$ cat src/rtl/tristate_bus_arbiter_if.sv
// tristate_bus_arbiter_if: request/enable bundle between the arbiter and the drivers of one shared line
interface tristate_bus_arbiter_if #(parameter int N_DRIVERS = 2);
  localparam int OW = N_DRIVERS > 2 ? $clog2(N_DRIVERS) : 1;
  logic [N_DRIVERS-1:0] req;
  logic [N_DRIVERS-1:0] active;
  logic [OW-1:0] owner;
  logic bus_busy;
  logic handoff;
  modport master(input req, output active, owner, bus_busy, handoff);
  modport slave(output req, input active, owner, bus_busy, handoff);
endinterface

$ cat src/rtl/tristate_bus_arbiter.sv
// tristate_bus_arbiter: round-robin ownership of a shared tristate line with dead cycles between owners
module tristate_bus_arbiter #(
  parameter int N_DRIVERS = 2,
  parameter int TURNAROUND = 1,
  parameter int MAX_HOLD = 8
) (
  input logic clk,
  input logic rst,
  tristate_bus_arbiter_if.master bus
);
  localparam int OW = N_DRIVERS > 2 ? $clog2(N_DRIVERS) : 1;
  localparam logic [2:0] TURN_LAST = 3'(TURNAROUND - 1);
  localparam logic [7:0] HOLD_LAST = 8'(MAX_HOLD - 1);
  localparam logic [7:0] HOLD_MAX = 8'(MAX_HOLD);
  localparam logic [N_DRIVERS-1:0] ONE = {{(N_DRIVERS-1){1'b0}}, 1'b1};
  typedef enum logic [1:0] {IDLE, OWN, TURN} state_t;
  state_t state, state_n;
  logic [OW-1:0] rr_ptr, rr_n, owner, owner_n, pick;
  logic [7:0] hold_cnt, hold_n;
  logic [2:0] turn_cnt, turn_n;
  logic [N_DRIVERS-1:0] active, active_n;
  logic handoff, handoff_n, busy, release_own, may_grant;
  always_comb begin
    pick = rr_ptr;
    for (int i = N_DRIVERS; i >= 1; i--)
      if (bus.req[OW'((int'(rr_ptr) + i) % N_DRIVERS)]) pick = OW'((int'(rr_ptr) + i) % N_DRIVERS);
  end
  // in OWN, active is exactly the owner's one-hot, so req & ~active is the set of waiters
  assign release_own = !bus.req[owner] || (hold_cnt >= HOLD_LAST && |(bus.req & ~active));
  assign may_grant = state == IDLE || (state == TURN && turn_cnt == TURN_LAST);
  always_comb begin
    state_n = state;
    rr_n = rr_ptr;
    owner_n = owner;
    active_n = active;
    hold_n = hold_cnt;
    turn_n = turn_cnt;
    handoff_n = 1'b0;
    if (state == OWN) begin
      hold_n = hold_cnt == HOLD_MAX ? hold_cnt : hold_cnt + 8'd1;
      if (release_own) begin
        state_n = TURN;
        active_n = '0;
        owner_n = '0;
        turn_n = '0;
      end
    end else if (may_grant) begin
      state_n = |bus.req ? OWN : IDLE;
      if (|bus.req) begin
        owner_n = pick;
        rr_n = pick;
        active_n = ONE << pick;
        hold_n = '0;
        handoff_n = 1'b1;
      end
    end else begin
      turn_n = turn_cnt + 3'd1;
    end
  end
  always_ff @(posedge clk) begin
    if (rst) begin
      state <= IDLE;
      rr_ptr <= OW'(N_DRIVERS - 1);
      owner <= '0;
      active <= '0;
      hold_cnt <= '0;
      turn_cnt <= '0;
      handoff <= 1'b0;
      busy <= 1'b0;
    end else begin
      state <= state_n;
      rr_ptr <= rr_n;
      owner <= owner_n;
      active <= active_n;
      hold_cnt <= hold_n;
      turn_cnt <= turn_n;
      handoff <= handoff_n;
      busy <= |active_n;
    end
  end
  assign bus.active = active;
  assign bus.owner = owner;
  assign bus.bus_busy = busy;
  assign bus.handoff = handoff;
endmodule

$ cat src/flat_wrapper.sv
// flat-port wrapper written by rule: the top's interface ports become plain ports
module tristate_bus_arbiter_flat 
#(
  parameter int N_DRIVERS = 2,
  parameter int TURNAROUND = 1,
  parameter int MAX_HOLD = 8
)
  (clk, rst, bus_req, bus_active, bus_owner, bus_bus_busy, bus_handoff);
  tristate_bus_arbiter_if #(.N_DRIVERS(N_DRIVERS)) bus_i ();
  input logic clk;
  input logic rst;
  input wire logic [$bits(bus_i.req)-1:0] bus_req;
  output wire logic [$bits(bus_i.active)-1:0] bus_active;
  output wire logic [$bits(bus_i.owner)-1:0] bus_owner;
  output wire logic [$bits(bus_i.bus_busy)-1:0] bus_bus_busy;
  output wire logic [$bits(bus_i.handoff)-1:0] bus_handoff;
  assign bus_i.req = bus_req;
  assign bus_active = bus_i.active;
  assign bus_owner = bus_i.owner;
  assign bus_bus_busy = bus_i.bus_busy;
  assign bus_handoff = bus_i.handoff;
  tristate_bus_arbiter #(.N_DRIVERS(N_DRIVERS), .TURNAROUND(TURNAROUND), .MAX_HOLD(MAX_HOLD)) u_core (.clk(clk), .rst(rst), .bus(bus_i));
endmodule
$ cat config.mk
export PLATFORM = sky130hd
export DESIGN_NAME = tristate_bus_arbiter_flat
export DESIGN_NICKNAME = d
export VERILOG_FILES = /design/src/rtl/tristate_bus_arbiter_if.sv /design/src/rtl/tristate_bus_arbiter.sv /design/src/flat_wrapper.sv
export SDC_FILE = /design/constraint.sdc
export NUM_CORES = 1
export LEC_CHECK = 0
export CAP_MARGIN = 0
export CORE_ASPECT_RATIO = 1.2
export CORE_UTILIZATION = 40
export CTS_BUF_LIST = sky130_fd_sc_hd__clkbuf_16
export DETAILED_ROUTE_END_ITERATION = 10
export PLACE_DENSITY_LB_ADDON = 0.12
export SETUP_SLACK_MARGIN = 0.3
export SYNTH_ARGS = -nofsm -noshare
export SYNTH_HDL_FRONTEND = slang
export SYNTH_SLANG_ARGS = --single-unit
$ cat constraint.sdc
create_clock -name clk -period 2.75 [get_ports clk]
set_input_delay 0.4125 -clock clk [delete_from_list [all_inputs] [get_ports clk]]
set_output_delay 0.4125 -clock clk [all_outputs]
set_load 0.01 [all_outputs]
* After elaboration in Yosys (flattened, before gate mapping) *
Index checks and enable logic that the tools add are counted.

storage, ports and cells
  register bits after elaboration = 19
  input bits = 4
  word-level logic and storage cells = 73

operators by class
  add/sub/neg operators = 4
  order comparisons = 4
  equality and inequality tests = 6
  shifts and indexed selects = 1
  muxes and demuxes = 28
  bitwise logic cells = 4
  reductions and logical operators = 18

operator list
  cell                 count
  $mux 8               4
  $mux 1               14
  $mux 2               7
  $mux 3               3
  $reduce_and 3->1     3
  $add 8x1->8 const B  1
  $eq 8x4->1 const B   1
  $ge 8x3->1 const B   1
  $lt 1x3->1 const B   2
  $reduce_or 2->1      3
  $ne 2x2->1 const B   2
  $reduce_and 2->1     2
  $reduce_bool 2->1    2
  $add 3x1->3 const B  1
  $logic_not 3->1      1
  $reduce_or 3->1      1
  $add 1x1->1 const B  2
  $and 2x2->2          1
  $eq 2x1->1 const B   1
  $eq 2x2->1 const B   1
  $logic_and 1x1->1    2
  $logic_not 2->1      1
  $logic_or 1x1->1     2
  $lt 1x2->1 const B   1
  other kinds (5)      6

* Longest topological paths before layout *
Gate-level depths: netlist of run 1.

  depth in word-level cells = 11
  depth in mapped cells = 8
  gate-level depth less buffers = 7

* Worst setup path after synthesis of run 1 *
Ideal clock, no wire load.

  kind = register to register
  start = reg u_core.turn_cnt[0]
  end = reg u_core.busy, in the netlist u_core.bus.bus_busy
  arrival time = 1.384 ns
  required time = 2.618 ns
  path slack = 1.233 ns
  stages on the path, launching flop included = 9
  buffers on the path = 1
  path through = dfxtp_1 inv_1 ha_1 nand2b_4 a211oi_4 buf_6 mux2i_1 a31oi_1 a21oi_1

on the way
  cells in the longest elaborated chain, start to end = 6

ends and longest elaborated chain
  item                    line                        RTL
  from (decl)             tristate_bus_arbiter.sv:20  logic [2:0] turn_cnt, turn_n;
  from (signal assigned)  tristate_bus_arbiter.sv:76  turn_cnt <= turn_n;
  $logic_not 3->1         tristate_bus_arbiter.sv:30  assign may_grant = state == IDLE || (state == TURN && turn_cnt == TURN_LAST);
  $logic_and 1x1->1       tristate_bus_arbiter.sv:30
  $logic_or 1x1->1        tristate_bus_arbiter.sv:30
  $mux 2                  tristate_bus_arbiter.sv:47  end else if (may_grant) begin
  $mux 2                  tristate_bus_arbiter.sv:39  if (state == OWN) begin
  $reduce_or 2->1         tristate_bus_arbiter.sv:78  busy <= |active_n;
  to (signal assigned)    tristate_bus_arbiter.sv:78
  to (decl)               tristate_bus_arbiter.sv:22  logic handoff, handoff_n, busy, release_own, may_grant;

Every way passes these cells.
A chain may end at the register's enable or synchronous reset.

* Final worst setup path of run 1 *
  start = in bus_req[0]
  end = reg u_core.hold_cnt[2]

on the way
  cells in the longest elaborated chain, start to end = 3

ends and longest elaborated chain
  item                                line                        RTL
  from (decl)                         flat_wrapper.sv:12          input wire logic [$bits(bus_i.req)-1:0] bus_req;
  $reduce_or 2->1                     tristate_bus_arbiter.sv:49  if (|bus.req) begin
  $reduce_bool 2->1 (no source line)  -
  $reduce_and 3->1 (no source line)   -
  to (signal assigned)                tristate_bus_arbiter.sv:75  hold_cnt <= hold_n;
  to (decl)                           tristate_bus_arbiter.sv:19  logic [7:0] hold_cnt, hold_n;

Every way passes these cells.

==> results of run 1 <==
[logic make-up (layout without fill, tap and decap cells)]
kind of cell,Yosys count,after routing
xor+xnor,7,7
compound gates,27,27
flops,19,19
buf+inv,8,16
mux,2,2
fa+ha+maj,4,4
simple gates,44,44
[layout by cell type (no fill, tap or decap), types with 2 or more instances in the layout]
cell	n
nand3_1	3
nand2b_1	4
dfxtp_1	19
a21oi_1	13
nand2_1	9
and3_1	2
xnor2_1	2
o2111ai_1	2
clkbuf_16	3
ha_1	4
mux2i_1	2
o21ai_0	3
inv_1	5
clkdlybuf4s50_1	8
nor2_1	12
xor2_1	5
[critical path: cells and delay by family]
kind                   cells  cell delay [ps]
AND/OR/NAND/NOR            2              440
AO/OA/AOI/OAI              3              730
buffers and inverters      1              570
[report_power, final]
| part | total [mW] | internal (mW) | switching [mW] |
|---|---|---|---|
| Sequential | 0.308 | 0.292 | 0.0158 |
| Combinational | 0.108 | 0.0521 | 0.0558 |
| Clock | 0.293 | 0.193 | 0.100 |
[worst max path at each step]
| stage | start | endpoint | slack, ps | depth (start not counted) |
|---|---|---|---|---|
| floorplan | u_core.turn_cnt[0] | u_core.bus.bus_busy | 1230 | 8 |
| global placement | bus_req[0] | u_core.bus.bus_busy | 560 | 6 |
| detailed placement | bus_req[0] | u_core.hold_cnt[2] | 500 | 6 |
| CTS | bus_req[0] | u_core.hold_cnt[2] | 750 | 6 |
| global route | bus_req[0] | u_core.bus.bus_busy | 610 | 6 |
| finish | bus_req[0] | u_core.hold_cnt[2] | 760 | 6 |
[cells in the mapped netlist (all sizes together)]
| cell type | n |
|---|---|
| nor2 | 13 |
| xor2 | 5 |
| ha | 4 |
| or2 | 1 |
| a31oi | 1 |
| or2b | 1 |
| dfxtp | 19 |
| o211ai | 1 |
| or3b | 1 |
| buf | 3 |
| mux2i | 2 |
| clkbuf | 1 |
| nor4 | 2 |
| a211oi | 1 |
| and2 | 1 |
| a21oi | 14 |
| nor2b | 1 |
| and3 | 2 |
| o2111ai | 2 |
| nand4b | 1 |
| o21a | 1 |
| nand2b | 5 |
| o21ai | 5 |
| a22oi | 1 |
| and2b | 2 |
| nand3 | 3 |
| o21bai | 1 |
| nand4 | 1 |
| nand2 | 9 |
| inv | 4 |
| nor3 | 1 |
| xnor2 | 2 |
[registers in the layout, indices dropped and copies added (netlist names)]
signal / flops
u_core.rr_ptr: 1
u_core.bus.owner: 1
u_core.state: 2
u_core.bus.handoff: 1
u_core.bus.active: 2
u_core.bus.bus_busy: 1
u_core.turn_cnt: 3
u_core.hold_cnt: 8
[metrics by stage]
stage / hold WS (ps) / worst slack (ps) / power, mW
6_report: 485 / 764 / 0.709
3_3_place_gp: 475 / 561 / 0.421
4_1_cts: 489 / 746 / 0.719
3_5_place_dp: 482 / 498 / 0.422
5_1_grt: 517 / 607 / 0.745
2_1_floorplan: 457 / 1230 / 0.391
[area by class of cell]
type,instances,share of cell area
Clock buffer,3,0.0652
Clock inverter,1,0.00326
Inverter,4,0.0130
Multi-Input combinational cell,84,0.485
Sequential cell,19,0.330
Tap cell,31,0.0337
Timing Repair Buffer,8,0.0696
[per-layer routing]
metal  global-route usage  wire length, um
met3               0.0289               22
met5                    0                0
met1                0.196              852
met2                0.260              900
met4               0.0735               16
==> key figures, run 1 <==
Layout
  – Storage cell area: about 380 um2
  – Core Util, Final: 0.499
  – Fillers: between 200 and 250
  – Non-filler instance count after layout: 150
  – Layout area overhead: 16.6%
  – Diode count: 0
  – NumNets Final: about 130
  – Area of the multi-input gates: between 500 and 600 um2
  – Post-route cell area: between 1000 and 1500 um2
  – Share of cells above drive strength 1: 0.109

Critical path
  – Crit path DAT: about 2200 ps
  – Worst path cell trace: clkdlybuf4s50_1 > nor2_2 > a211oi_4 > a21oi_2 > or3b_1 > a21oi_1
  – Crit Path Max Fanout: 13
  – Crit path kind: primary input to register
  – Worst R2R Setup Slack: between 800 and 900 ps
  – CP Launch Type: primary input
  – Slowest stage delay, CP: ~570 ps
  – CP Capture Type: register
  – FF-to-FF Start: u_core.turn_cnt[0]
  – Worst R2R Path Depth: 7
  – Critical Path RT: about 3000 ps
  – Reg2reg end: u_core.hold_cnt[2]
  – Slowest-stage cell, CP: clkdlybuf4s50_1

Detailed routing
  – Post-route ant nets: 0
  – Drt pass-1 iters: 4
  – DRC viols: 0
  – Avg WL per Cell: about 12 um
  – Overall routed net length: 1.79 mm
  – Iter 0 DRT Violations: 18
  – Drt via density: 5.00
  – Via count of the routed design: 750

Timing
  – Tmin final: 1990 ps
  – Post-route clock skew: roughly 1.8 ps
  – Max-slew violation count: 0
  – Finish-stage setup viols: 0
  – Setup TNS Final: 0 ps
  – Max frequency: 0.504 GHz
  – Final hold vios: 0
  – Final Cycle Share: 0.722
  – RSZ-0062 raised after global routing: false
  – Rel. slew slack: 0.636
  – Actual slew at the worst max-slew pin: between 500 and 600 ps

Floorplanning
  – Die H: about 56 um
  – Std cell rows: 19
  – Core ar.: about 2300 um2
  – Die Wd: approximately 47 um
  – IO Pins: 9
  – Die Area: 2670 um2
  – Starting Density: 0.428

Logic synthesis
  – Mux cell area share after synthesis: 0.0203
  – Synthesized area: approximately 1000 um2
  – XOR/XNOR share of the synthesized area: 0.0621
  – Cells after Synth: roughly 110
  – Synthesized-area fraction occupied by adder cells: 0.0507
  – Synth cell types: 40
  – Top post-synthesis cells by area: dfxtp_1, a21oi_1, ha_1
  – Area share of the largest cell type after synthesis: 0.385
  – Warnings from Yosys: 0
  – Mean Syn Cell Area: 8.89 um2
  – Post-Synth Simple-Gate Area: 0.253
  – Mapped Nets: around 120
  – Combinational family with the most area after synthesis: simple AND/OR/NAND/NOR gates
  – Complex-gate fraction of the synthesized area: 0.179
  – Post-synth top area cell: dfxtp_1
  – Register area share after synthesis: 0.385
  – Synth Register Bits: 19

Power and ir drop
  – Power Dens Cells: just over 600 nW/um2
  – IR drop worst, VDD: about 0.30 mV
  – Leak Pwr: around 0.42 nW

Clocking
  – Clock tree from TritonCTS: yes
  – Post-CTS setup buffers: 0
  – Reg clk slew, reported paths: about 50 ps
  – Deepest clock path buffer count: 2
  – CTS buffer count: 3
  – Clk root buf: clkbuf_16
  – H-tree depth: 1
  – Post-cts repair resize count: 0
  – Post-CTS Hold Buffers: 0
  – Clk_lat worst skew: ~250 ps
  – Clock Sinks: 19

GRT
  – Grt ovf: 0
  – First-pass GRT wire length: 3.15 mm
  – Largest net degree at the start of global routing: 15
  – Antenna violations before repair: 0
  – Vias in the first global route: between 700 and 800
  – Gr usage total: 0.160

Run
  – MaxCap Viol Count: 0

Placed design
  – DPL Wire Length: approximately 1.3 mm
  – Placed Cells incl. Taps: about 150
  – Final Wtd Congestion: 0.818
  – Dpl cell area: roughly 1100 um2
  – I/O Buffers: 8

Status
  – Status: complete, no violations

Worst hold path
  – Hold-critical path depth: 2
  – Hold Path End: u_core.turn_cnt[1]
  – Hold_sp: u_core.turn_cnt[1]
  – HP Class: register to register
Power figures use the tool's default switching activity.
==> inputs of run 2 (changes only) <==
clock period = 1.75 ns   (was 2.75 ns; I/O delays follow)
==> run 2 against run 1 <==
Die area unchanged. Sequential power increased by 58%. Clock power increased by 61%. Worst hold slack improved by 6.6 ps. Count of clock-buffer cells in the layout unchanged. Global-route usage increased by 2.4 points. Sequential share of layout area decreased by 5.0 points. Power increased by 66%. Critical path depth increased by 2. Setup slack got worse by 570 ps. Sequential cell count unchanged. Critical path type is now register to register.
==> key figures, run 2 (synthesis results as in run 1) <==
GRT
  – Vias in the first global route: 804 (was 769)
  – First-pass GRT wire length: 3.55 mm (was 3.15 mm)
  – Largest net degree at the start of global routing: 12 (was 15)
  – Antenna violations before repair: 0 (unchanged)
  – Grt ovf: 0 (unchanged)
  – Gr usage total: 0.184 (was 0.160)

Power and ir drop
  – Switching Fraction: 0.251 (was 0.242)
  – Sw power: 0.297 mW (was 0.172 mW)
  – Seq pwr share: 0.413 (was 0.434)
  – Leak Pwr: 0.570 nW (was 0.420 nW)
  – IR drop worst, VDD: 0.541 mV (was 0.304 mV)
  – Power share of the clock group: 0.399 (was 0.413)
  – Power Internal: 0.883 mW (was 0.537 mW)
  – Power Dens Cells: 844 nW/um2 (was 616 nW/um2)
  – Total chip power: 1.18 mW (was 0.709 mW)
  – Gate power share: 0.188 (was 0.152)

Detailed routing
  – Post-route ant nets: 0 (unchanged)
  – Avg WL per Cell: 12.7 um (was 11.9 um)
  – Iter 0 DRT Violations: 9 (was 18)
  – Via count of the routed design: 860 (was 750)
  – Drt pass-1 iters: 4 (unchanged)
  – Overall routed net length: 2.16 mm (was 1.79 mm)
  – DRC viols: 0 (unchanged)
  – Drt via density: 5.06 (was 5.00)

Timing
  – Max frequency: 0.643 GHz
  – Final worst setup slack: 194 ps (was 764 ps)
  – Tmin final: approximately 1600 ps
  – Final hold vios: 0 (unchanged)
  – RSZ-0062 raised after global routing: true (was false)
  – Actual slew at the worst max-slew pin: 432 ps (was 544 ps)
  – Finish-stage setup viols: 0 (unchanged)
  – Final Cycle Share: 0.889
  – Max-slew violation count: 0 (unchanged)
  – Setup TNS Final: 0 ps (unchanged)
  – Post-route clock skew: 1.76 ps (was 1.84 ps)
  – Rel. slew slack: 0.709 (was 0.636)

Clocking
  – Reg clk slew, reported paths: 60 ps (was 50 ps)
  – Clock tree from TritonCTS: yes (unchanged)
  – Clk root buf: clkbuf_16 (unchanged)
  – Clk_lat worst skew: 250 ps (about the same)
  – H-tree depth: 1 (unchanged)
  – Deepest clock path buffer count: 2 (unchanged)
  – CTS buffer count: 3 (unchanged)
  – Clock Sinks: 19 (unchanged)

Critical path
  – Crit Path Max Fanout: 3 (was 13)
  – Crit path DAT: 1740 ps (was 2160 ps)
  – CP Launch Type: register (was primary input)
  – Critical Path RT: 1930 ps (was 2930 ps)
  – Worst R2R Path Depth: 8 (was 7)
  – Crit path kind: register to register (was primary input to register)
  – CP Capture Type: register (unchanged)

Run
  – MaxCap Viol Count: 0 (unchanged)

Layout
  – Commonest non-fill, non-tap cells in the layout: buf_4, nor2_1, a21oi_1, dfxtp_1, nand2_1 (was dfxtp_1, a21oi_1, nor2_1)
  – Most flops, register: u_core.hold_cnt (unchanged)
  – Diode count: 0 (unchanged)
  – Layout area overhead: 41.6% (was 16.6%)
  – NumNets Final: 148 (was 128)
  – Max reg flops: 8 (unchanged)
  – Biggest regs: u_core.hold_cnt (8), u_core.turn_cnt (3) (unchanged)
  – Most common cell after layout, fill and taps aside: buf_4 (was dfxtp_1)
  – Post-route cell area: 1400 um2 (was 1150 um2)
  – Share of cells above drive strength 1: 0.353 (was 0.109)

Floorplanning
  – Die H: 56.4 um (unchanged)
  – Core ar.: 2310 um2 (unchanged)
  – Starting Density: 0.428 (unchanged)
  – IO Pins: 9 (unchanged)
  – Die Area: 2670 um2 (unchanged)
  – Std cell rows: 19 (unchanged)
  – Die Wd: 47.4 um (unchanged)

Placed design
  – Setup WS pre-CTS: -75.6 ps (was 498 ps)
  – I/O Buffers: 8 (unchanged)
  – DPL Wire Length: 1.48 mm (was 1.31 mm)
  – Dpl cell area: 1160 um2 (was 1070 um2)
  – Final Wtd Congestion: 0.838 (was 0.818)

Worst hold path
  – Hold-critical path depth: 2 (unchanged)
  – HP Class: register to register (unchanged)

Status
  – Status: complete, no violations (unchanged)
-- run 2: cell types whose count changed in the layout (fill, tap and decap cells not counted), moves of 2 or more --
cell | previous run | this run
buf_4 | 0 | 16
dfxtp_1 | 19 | 12
dfxtp_2 | 0 | 6
clkdlybuf4s50_1 | 8 | 3
buf_6 | 0 | 4
dlygate4sd2_1 | 0 | 3
inv_1 | 5 | 2
dlymetal6s2s_1 | 0 | 2
ha_1 | 4 | 2
ha_4 | 0 | 2
inv_2 | 0 | 2
-- run 2: per-layer routing --
metal  GRT usage  share of wire  wire (um)  up-vias
met5           0              0          0        -
met4      0.0612          0.014         31        0
met3      0.0289          0.020         44        4
met2       0.303           0.55       1190        9
met1       0.235           0.41        894      411
li1            -              -          -      436
-- run 2: final timing paths --
kind                 startpoint            endpoint  slack, ps
max          u_core.turn_cnt[1]  u_core.hold_cnt[2]        190
max reg2reg  u_core.turn_cnt[1]  u_core.hold_cnt[2]        190
min reg2reg  u_core.hold_cnt[1]  u_core.hold_cnt[1]        490
min          u_core.hold_cnt[1]  u_core.hold_cnt[1]        490
-- run 2: what timing repair did --
item	4_1_cts	5_1_grt
setup buffers	8	2
endpoints found under the hold margin	0	0
pin swaps	11	5
resized for setup	19	5
endpoints found under the setup margin	15	17
hold buffers	0	0
-- run 2: cell type report --
cell class,count,area [um2]
clock buffer,3,75.1
clock inverter,1,5.00
inverter,4,15.0
timing repair buffer,28,246
sequential,19,392
multi-input combinational,84,626
fill,218,908
tap,31,38.8
-- run 2: power by group through the flow --
| stage | registers [mW] | clock network [mW] | logic, mW |
|---|---|---|---|
| final | 0.487 | 0.471 | 0.222 |
| after global routing | 0.492 | 0.499 | 0.244 |
| after floorplan | 0.496 | 0 | 0.119 |
| after CTS | 0.487 | 0.482 | 0.217 |
| after global placement | 0.495 | 0 | 0.194 |
| after detailed placement | 0.495 | 0 | 0.196 |
-- run 2: per-stage QoR --
| stage | instances | hold slack, ps | util |
|---|---|---|---|
| after floorplan | 111 | 334 | - |
| after global placement | 156 | 471 | 0.504 |
| after detailed placement | 156 | 478 | 0.504 |
| after CTS | 168 | 496 | 0.593 |
| after global routing | 170 | 523 | 0.606 |
| final | 170 | 492 | 0.606 |
-- run 2: worst max-delay path: stages, from the launching register on --
cell and delay (ps):
dfxtp_2 320, inv_2 60, ha_4 140, nand2b_4 60, a211oi_4 250, buf_6 150, a21oi_4 30, or3b_1 350
a21oi_1 120
==> inputs of run 3 (changes only) <==
CTS_CLUSTER_DIAMETER = 50   (was not set)
==> results of run 3 <==
Same layout as run 2: the final DEF is identical, and so are final timing and power.
